==> src/rtl/probe_conditioner.sv <==
// Per-channel probe conditioning: synchroniser, edge/level event detect and
// retriggerable pulse stretcher, all advancing only on clock-gate-enabled edges.
module probe_conditioner #(
    parameter int N_PROBE     = 4,
    parameter int SYNC_STAGES = 2,  // legal range 2..4
    parameter int STRETCH_EXP = 4
) (
    input  logic                   i_clk,
    input  logic                   i_rst,
    input  logic                   i_cg,
    input  logic [N_PROBE-1:0]     i_probe,
    input  logic [N_PROBE-1:0]     i_mask,
    input  logic [1:0]             i_mode,
    input  logic [STRETCH_EXP-1:0] i_stretchLength,
    output logic [N_PROBE-1:0]     o_probe
);

    localparam logic [STRETCH_EXP-1:0] CNT_ZERO = '0;
    localparam logic [STRETCH_EXP-1:0] CNT_ONE  = {{(STRETCH_EXP-1){1'b0}}, 1'b1};

    // Mode decode is shared by every channel; 11 enables both edge detectors.
    logic level_mode;
    logic rise_en;
    logic fall_en;

    always_comb begin
        level_mode = (i_mode == 2'b00);
        rise_en    = i_mode[0];
        fall_en    = i_mode[1];
    end

    genvar gi;
    generate
        for (gi = 0; gi < N_PROBE; gi = gi + 1) begin : g_chan
            logic [SYNC_STAGES-1:0] sync_reg;
            logic                   prev_reg;
            logic [STRETCH_EXP-1:0] cnt_reg;
            logic [STRETCH_EXP-1:0] cnt_next;
            logic                   out_reg;
            logic                   out_next;
            logic                   s_cur;
            logic                   ev;

            assign s_cur = sync_reg[SYNC_STAGES-1];

            always_comb begin
                if (level_mode) begin
                    ev = s_cur;
                end else begin
                    ev = (rise_en & s_cur & ~prev_reg) | (fall_en & ~s_cur & prev_reg);
                end
            end

            // Mask beats a fresh event, which beats the running stretch.
            always_comb begin
                cnt_next = cnt_reg;
                out_next = 1'b0;
                if (i_mask[gi]) begin
                    cnt_next = CNT_ZERO;
                    out_next = 1'b0;
                end else if (ev) begin
                    cnt_next = i_stretchLength;
                    out_next = 1'b1;
                end else if (cnt_reg != CNT_ZERO) begin
                    cnt_next = cnt_reg - CNT_ONE;
                    out_next = 1'b1;
                end
            end

            always_ff @(posedge i_clk) begin
                if (i_rst) begin
                    sync_reg <= '0;
                    prev_reg <= 1'b0;
                    cnt_reg  <= CNT_ZERO;
                    out_reg  <= 1'b0;
                end else if (i_cg) begin
                    sync_reg <= {sync_reg[SYNC_STAGES-2:0], i_probe[gi]};
                    prev_reg <= s_cur;
                    cnt_reg  <= cnt_next;
                    out_reg  <= out_next;
                end
            end

            assign o_probe[gi] = out_reg;
        end
    endgenerate

endmodule

==> config.mk <==
export PLATFORM = sky130hd
export DESIGN_NAME = probe_conditioner
export DESIGN_NICKNAME = d
export VERILOG_FILES = /design/src/rtl/probe_conditioner.sv
export SDC_FILE = /design/constraint.sdc
export NUM_CORES = 1
export LEC_CHECK = 0
export ABC_AREA = 1
export BUFFER_PORTS_ARGS = -buffer_cell sky130_fd_sc_hd__buf_2
export CAP_MARGIN = 20
export CORE_ASPECT_RATIO = 1.2
export CORE_MARGIN = 2
export CORE_UTILIZATION = 45
export DETAILED_ROUTE_END_ITERATION = 7
export GPL_TIMING_DRIVEN = 0
export HOLD_SLACK_MARGIN = 0.06
export PLACE_DENSITY = 0.7
export REMOVE_ABC_BUFFERS = 1
export SYNTH_ARGS = -nofsm -noshare
export SYNTH_HDL_FRONTEND = slang
export SYNTH_SLANG_ARGS = --single-unit
==> constraint.sdc <==
create_clock -name i_clk -period 1.9 [get_ports i_clk]
set_clock_uncertainty 0.05 [all_clocks]
set_input_delay 0.095 -clock i_clk [delete_from_list [all_inputs] [get_ports i_clk]]
set_output_delay 0.095 -clock i_clk [all_outputs]
set_load 0.01 [all_outputs]
==> flow_metrics.py, run 1 <==
metrics = {
    "run_status": {
        "status": "finished, final reports clean",
    },
    "layout": {
        "drive_gt1_share_pct": 9.61,
        "final_cells": 389,
        "syn2layout_area_growth_pct": 12.0,
        "final_net_count": 353,
        "largest_reg_flops": 16,
        "multi_input_area_um2": 1040,
        "regArea_um2": 641,
        "diodes": 0,
        "final_area_um2": 2160,
        "nFillCells": 428,
    },
    "logic_synthesis": {
        "syn_area_per_cell_um2": 6.14,
        "ys_ff_latch": 32,
        "syn_inst": 314,
        "synth.largest_area_cell": "dfxtp_1",
        "synth-adder-area-share_pct": 2.60,
        "yosysMostFrequentCell": "nand2_1",
        "ys_warn_count": 0,
        "synth_area_leaders": "dfxtp_1 33%, nand2_1 16%, nand3_1 13%, inv_1 9.2%, nor2_1 8.4%",
        "synth_compound_area_share_pct": 8.31,
        "yosysSeqAreaShare_pct": 33.2,
        "netlist_top_cells_count": "83 x nand2_1, 50 x nand3_1, 47 x inv_1",
        "synth_ff_type": "dfxtp_1",
        "syn_area_um2": 1930,
        "synth_top_family_by_area": "simple AND/OR/NAND/NOR gates",
        "ys_types": 17,
        "synth_edf_count": 0,
        "synthMuxAreaShare_pct": 0,
        "yosys.area_share.simple_pct": 41.3,
        "synth_top_cell_area_share_pct": 33.2,
        "ys_async_sr_fraction_pct": 0,
        "synthXorXnorAreaFrac_pct": 1.82,
    },
    "place": {
        "dp.cells": 377,
        "port_buffers": 20,
        "dp_hpwl_mm": 2.97,
        "dpl_cell_area_um2": 2030,
        "place_congestion": 0.864,
    },
    "pwr": {
        "p_leak_nw": 1.07,
        "ir_worst_vdd_uv": 446,
        "power_density_nw_per_um2": 773,
    },
    "setup_path": {
        "cp.arrival_ns": 1.66,
        "start_kind": "flip-flop",
        "cp_cell_sequence": "inv_1 -> ha_1 -> inv_1 -> nor3_1 -> nand3_1 -> nand3_1 -> nor2_1 -> nor2_1 -> nor2_1",
        "critPathMaxFanout": 4,
        "slowest_delay_ns": 0.33,
        "crit_path_end_kind": "flip-flop",
        "slowest_stage": "dfxtp_1",
        "cp.required_ns": 2.00,
        "critical_path.most_common_cell": "nor2_1",
        "critical_path_class": "flip-flop to flip-flop",
    },
    "floorplan": {
        "die_w_um": 63.7,
        "rows": 26,
        "start_util_pct": 45.9,
        "dieArea_um2": 4820,
        "core_area_um2": 4200,
        "ios": 21,
        "die_h_um": 75.7,
    },
    "cts": {
        "cts_made_buffers": 5,
        "htreeDepth": 2,
        "cts_root_buf": "clkbuf_8",
        "cts.clk_slew.worst_paths_ns": 0.07,
        "cts_tree": "done",
        "cts_max_path_buffers": 2,
        "cts_sinks": 32,
        "clock_latency_ns": 0.28,
        "post_cts_resized": 0,
    },
    "global_routing": {
        "grt.overflow.total": 0,
        "grt_pass1_wl_mm": 7.42,
        "gr-usage-all-layers_pct": 19.8,
        "grt_max_degree": 33,
        "antenna_found_initial": 0,
        "first_global_vias": 1744,
    },
    "worst_hold_path": {
        "hold_class": "primary input to flip-flop",
    },
    "drt": {
        "wl_per_cell_um": 10.9,
        "wl_mm": 4.23,
        "drc": 0,
        "ant_nets": 0,
        "viasPerCell": 4.84,
        "num_vias": 1884,
        "drt_iter0_markers": 124,
        "drt-pass1-iter-count": 4,
    },
    "timing": {
        "finalCriticalPeriod_ns": 1.56,
        "setup_viol": 0,
        "hold_viol_final": 0,
        "timing.final.crit_share_pct": 81.9,
        "tns_ns": 0,
        "tightest_slew_ns": 0.649,
        "report.final.slew_viol_count": 0,
        "rsz0062_at_grt": "no",
        "fmax_mhz": 643,
        "relSlewSlack_pct": 56.7,
    },
    "flow_run": {
        "drv_cap": 0,
    },
}
## power by group
| group | internal [mW] | switching (mW) |
|---|---|---|
| logic | 0.144 | 0.238 |
| registers | 0.712 | 0.0295 |
| clock network | 0.295 | 0.251 |
| total | 1.15 | 0.518 |
## cell families after synthesis
| kind of cell | Yosys count |
|---|---|
| AO/OA/AOI/OAI | 28 |
| buffers and inverters | 60 |
| XOR/XNOR | 4 |
| adder cells (fa/ha/maj) | 4 |
| flip-flops | 32 |
| AND/OR/NAND/NOR | 186 |
## path summary, 6_finish.rpt
path	to	slack, ns	depth (start not counted)	startpoint
max	g_chan[2].cnt_reg[2]	0.34	9	g_chan[2].cnt_reg[0]
min	g_chan[0].cnt_reg[1]	0.08	4	i_mask[0]
max reg2reg	g_chan[2].cnt_reg[2]	0.34	9	g_chan[2].cnt_reg[0]
min reg2reg	g_chan[2].sync_reg[0]	0.41	2	g_chan[2].sync_reg[0]
## cell type report
type / count / share of cell area (%)
Clock buffer: 8 / 4.17
Tap cell: 56 / 3.25
Timing Repair Buffer: 24 / 6.49
Inverter: 47 / 8.17
Sequential cell: 32 / 29.7
Multi-Input combinational cell: 222 / 48.2
## layout by cell type (no fill, tap or decap)
| cell type | count |
|---|---|
| a211oi_1 | 8 |
| a21oi_1 | 18 |
| buf_2 | 20 |
| clkbuf_1 | 2 |
| clkbuf_8 | 6 |
| dfxtp_1 | 32 |
| dlygate4sd3_1 | 4 |
| ha_1 | 4 |
| inv_1 | 47 |
| nand2_1 | 83 |
| nand3_1 | 50 |
| nand3_2 | 4 |
| nor2_1 | 43 |
| nor2_2 | 2 |
| nor3_1 | 4 |
| o21ai_0 | 2 |
| xor2_1 | 4 |
## metrics by stage
stage	power (mW)	setup slack, ns	utilization, %	hold WS (ns)
2_1_floorplan	1.02	0.598	-	0.114
3_3_place_gp	1.12	0.168	48.3	0.294
3_5_place_dp	1.13	0.173	48.3	0.295
4_1_cts	1.69	0.343	51.4	0.0674
5_1_grt	1.79	0.119	51.4	0.0861
6_report	1.67	0.345	51.4	0.0758
## metal layers
layer,up-vias,routed length (µm),GRT usage [%]
met5,-,0,0
met4,0,69,8.21
met3,7,116,4.87
met2,24,2040,36.5
met1,830,2000,22.2
li1,1023,-,-
## what timing repair did
item,CTS,global route
setup buffers,0,0
hold buffers,4,0
hold endpoints to repair,4,0
## worst max-delay path: cells and delay by family, from the launching register on
family | cells | cell delay, ns
fa+ha+maj | 1 | 0.20
buf+inv | 2 | 0.15
flops | 1 | 0.33
simple gates | 6 | 0.69
No activity file was read; power rests on OpenSTA's default activity.
==> inputs of run 2 (changes only) <==
ABC_AREA = 0   (was 1)
clock period = 1.62 ns   (was 1.9 ns; I/O delays follow)
==> run 2 against run 1 <==
Effect of this change:
- wire length grew 7.7%
- combinational power shrank 8.6%
- cell count shrank 20%
- clock power grew 20%
- synthesized cell count shrank 24%
- sequential cell count is the same
- die area grew 6.3%
- first-iteration DRC count grew 2.4%
- sequential share of layout area shrank 2.0 points
- critical path type unchanged
- critical endpoint is now g_chan[2].cnt_reg[3]
- largest cell class unchanged
- largest power group unchanged
==> flow_metrics.py, run 2 <==
metrics = {
    "setup_path": {
        "slowest_stage": "dfxtp_2",
        "cp.required_ns": 1.76,
        "slowest_delay_ns": 0.33,
        "cp.arrival_ns": 1.69,
        "crit_path_end_kind": "flip-flop",
        "critical_path_buf_inv_count": 1,
        "start_kind": "flip-flop",
        "critical-path-top-delay-family": "multiplexers",
        "cp_cell_sequence": "inv_1 -> ha_2 -> nor2_1 -> mux2_2 -> mux2_4 -> a32o_1",
        "critical_path_class": "flip-flop to flip-flop",
        "critPathMaxFanout": 4,
    },
    "global_routing": {
        "grt.overflow.total": 0,
        "grt_max_degree": 31,
        "gr-usage-all-layers_pct": 19.3,
        "first_global_vias": 1711,
        "antenna_found_initial": 0,
        "grt_pass1_wl_mm": 7.60,
    },
    "cts": {
        "clock_latency_ns": 0.29,
        "cts_sinks": 32,
        "cts_max_path_buffers": 2,
        "cts_tree": "done",
        "htreeDepth": 2,
        "cts_made_buffers": 5,
        "cts_root_buf": "clkbuf_8",
        "cts.clk_slew.worst_paths_ns": 0.07,
    },
    "drt": {
        "wl_per_cell_um": 14.6,
        "drt-pass1-iter-count": 4,
        "drc": 0,
        "viasPerCell": 5.79,
        "ant_nets": 0,
        "num_vias": 1806,
        "wl_mm": 4.55,
        "drt_iter0_markers": 127,
    },
    "pwr": {
        "ir_worst_vdd_uv": 476,
        "p_leak_nw": 0.957,
        "power_density_nw_per_um2": 789,
    },
    "run_status": {
        "status": "finished, final reports clean",
    },
    "timing": {
        "tightest_slew_ns": 0.570,
        "finalCriticalPeriod_ns": 1.55,
        "relSlewSlack_pct": 62.0,
        "setup_viol": 0,
        "fmax_mhz": 646,
        "rsz0062_at_grt": "no",
        "timing.final.crit_share_pct": 95.5,
        "report.final.slew_viol_count": 0,
        "hold_viol_final": 0,
        "timing.hold.ws_ns": 0.0612,
    },
    "layout": {
        "final_net_count": 276,
        "diodes": 0,
        "final_area_um2": 2350,
        "syn2layout_area_growth_pct": 14.2,
        "layout_commonest_cell": "dfxtp_1",
        "utilization_pct": 54.3,
        "final_cell_mix": "26 x dfxtp_1, 22 x mux2i_1, 21 x nor2_1",
        "drive_gt1_share_pct": 21.9,
        "largest_reg_flops": 16,
    },
    "logic_synthesis": {
        "ys_async_sr_fraction_pct": 0,
        "synth_area_leaders": "dfxtp_1 31%, mux2i_1 11%, nor2_1 3.8%, nor2b_1 3.0%, a32o_1 2.9%",
        "yosysMostFrequentCell": "dfxtp_1",
        "synth_top_cell_area_share_pct": 31.2,
        "netlist_top_cells_count": "32 x dfxtp_1, 22 x mux2i_1, 21 x nor2_1",
        "yosysSeqAreaShare_pct": 31.2,
        "ys_ff_latch": 32,
        "synth_ff_type": "dfxtp_1",
        "syn_inst": 238,
        "syn_area_um2": 2060,
        "syn_area_per_cell_um2": 8.64,
        "synth.largest_area_cell": "dfxtp_1",
        "ys_warn_count": 0,
        "synth_edf_count": 0,
        "ys_types": 42,
    },
    "floorplan": {
        "rows": 26,
        "ios": 21,
        "die_w_um": 65.7,
        "start_util_pct": 47.5,
        "core_area_um2": 4330,
        "die_h_um": 78.0,
        "dieArea_um2": 5130,
    },
    "worst_hold_path": {
        "hold_class": "primary input to flip-flop",
    },
    "place": {
        "dp_hpwl_mm": 3.06,
        "place_congestion": 0.796,
        "dpl_cell_area_um2": 2130,
        "port_buffers": 20,
    },
    "flow_run": {
        "drv_cap": 0,
    },
}
-- run 2: cell count changes in the layout (fill, tap and decap cells not counted), sizes merged, moves of 10 or more --
cell,delta
nand3,-50
nor2b,+10
nor2,-24
inv,-31
mux2i,+22
nand2,-69
-- run 2: stage by stage --
step           worst slack [ns]  cells  setup TNS (ns)  power [mW]
2_1_floorplan             0.101    221               0        1.08
3_3_place_gp             -0.174    297          -0.701        1.18
3_5_place_dp             -0.141    297          -0.833        1.19
4_1_cts                  0.0141    311               0        1.85
5_1_grt                 0.00105    312               0        1.94
6_report                 0.0726    312               0        1.85
-- run 2: cell type report --
type                       count  area (µm²)
inverter                      16        60.1
timing repair buffer          27         168
tap                           56        70.1
fill                         427        1980
sequential                    32         651
clock buffer                   8        90.1
multi-input combinational    173        1310
-- run 2: layer usage --
metal | wire length [µm] | track usage [%] | vias up | part of all wire [%]
met1 | 2110 | 23.8 | 864 | 46
met3 | 162 | 3.44 | 7 | 3.6
met2 | 2170 | 31.5 | 32 | 48
li1 | - | - | 903 | -
met5 | 0 | 0 | - | 0
met4 | 110 | 10.0 | 0 | 2.4
-- run 2: kinds of logic after synthesis --
group	count (synthesis)	synth area share, %
AND/OR/NAND/NOR	79	20.0
buffers and inverters	33	7.36
AO/OA/AOI/OAI	60	23.3
flip-flops	32	31.2
multiplexers	30	15.8
adder cells (fa/ha/maj)	4	2.43
-- run 2: tightest hold or removal path: cells and delay by family --
family                 cells  cell delay [ns]
AOI/OAI and AO/OA          1             0.08
and+or+nand+nor            1             0.10
buffers and inverters      1             0.10
-- run 2: repair_timing --
item / CTS / global route
buffers inserted: 0 / 1
setup endpoints to repair: 7 / 15
hold buffers: 6 / 0
resized for setup: 2 / 16
pin swaps: 0 / 1
endpoints found under the hold margin: 6 / 0
gates cloned: 0 / 0
-- run 2: power breakdown --
part,switching (mW),total (mW),internal (mW),leakage [nW]
registers,0.0322,0.849,0.817,0.263
clock network,0.307,0.653,0.346,0.0455
logic,0.182,0.349,0.167,0.649
total,0.521,1.85,1.33,0.957
-- run 2: final timing paths --
path	to	from	slack, ns	cells after the start
worst max-delay path	g_chan[2].cnt_reg[3]	g_chan[2].cnt_reg[0]	0.07	6
worst min-delay path	g_chan[2].cnt_reg[1]	i_mask[2]	0.06	3
worst max register to register	g_chan[2].cnt_reg[3]	g_chan[2].cnt_reg[0]	0.07	6
worst min register to register	g_chan[1].out_reg	g_chan[1].out_reg	0.41	2
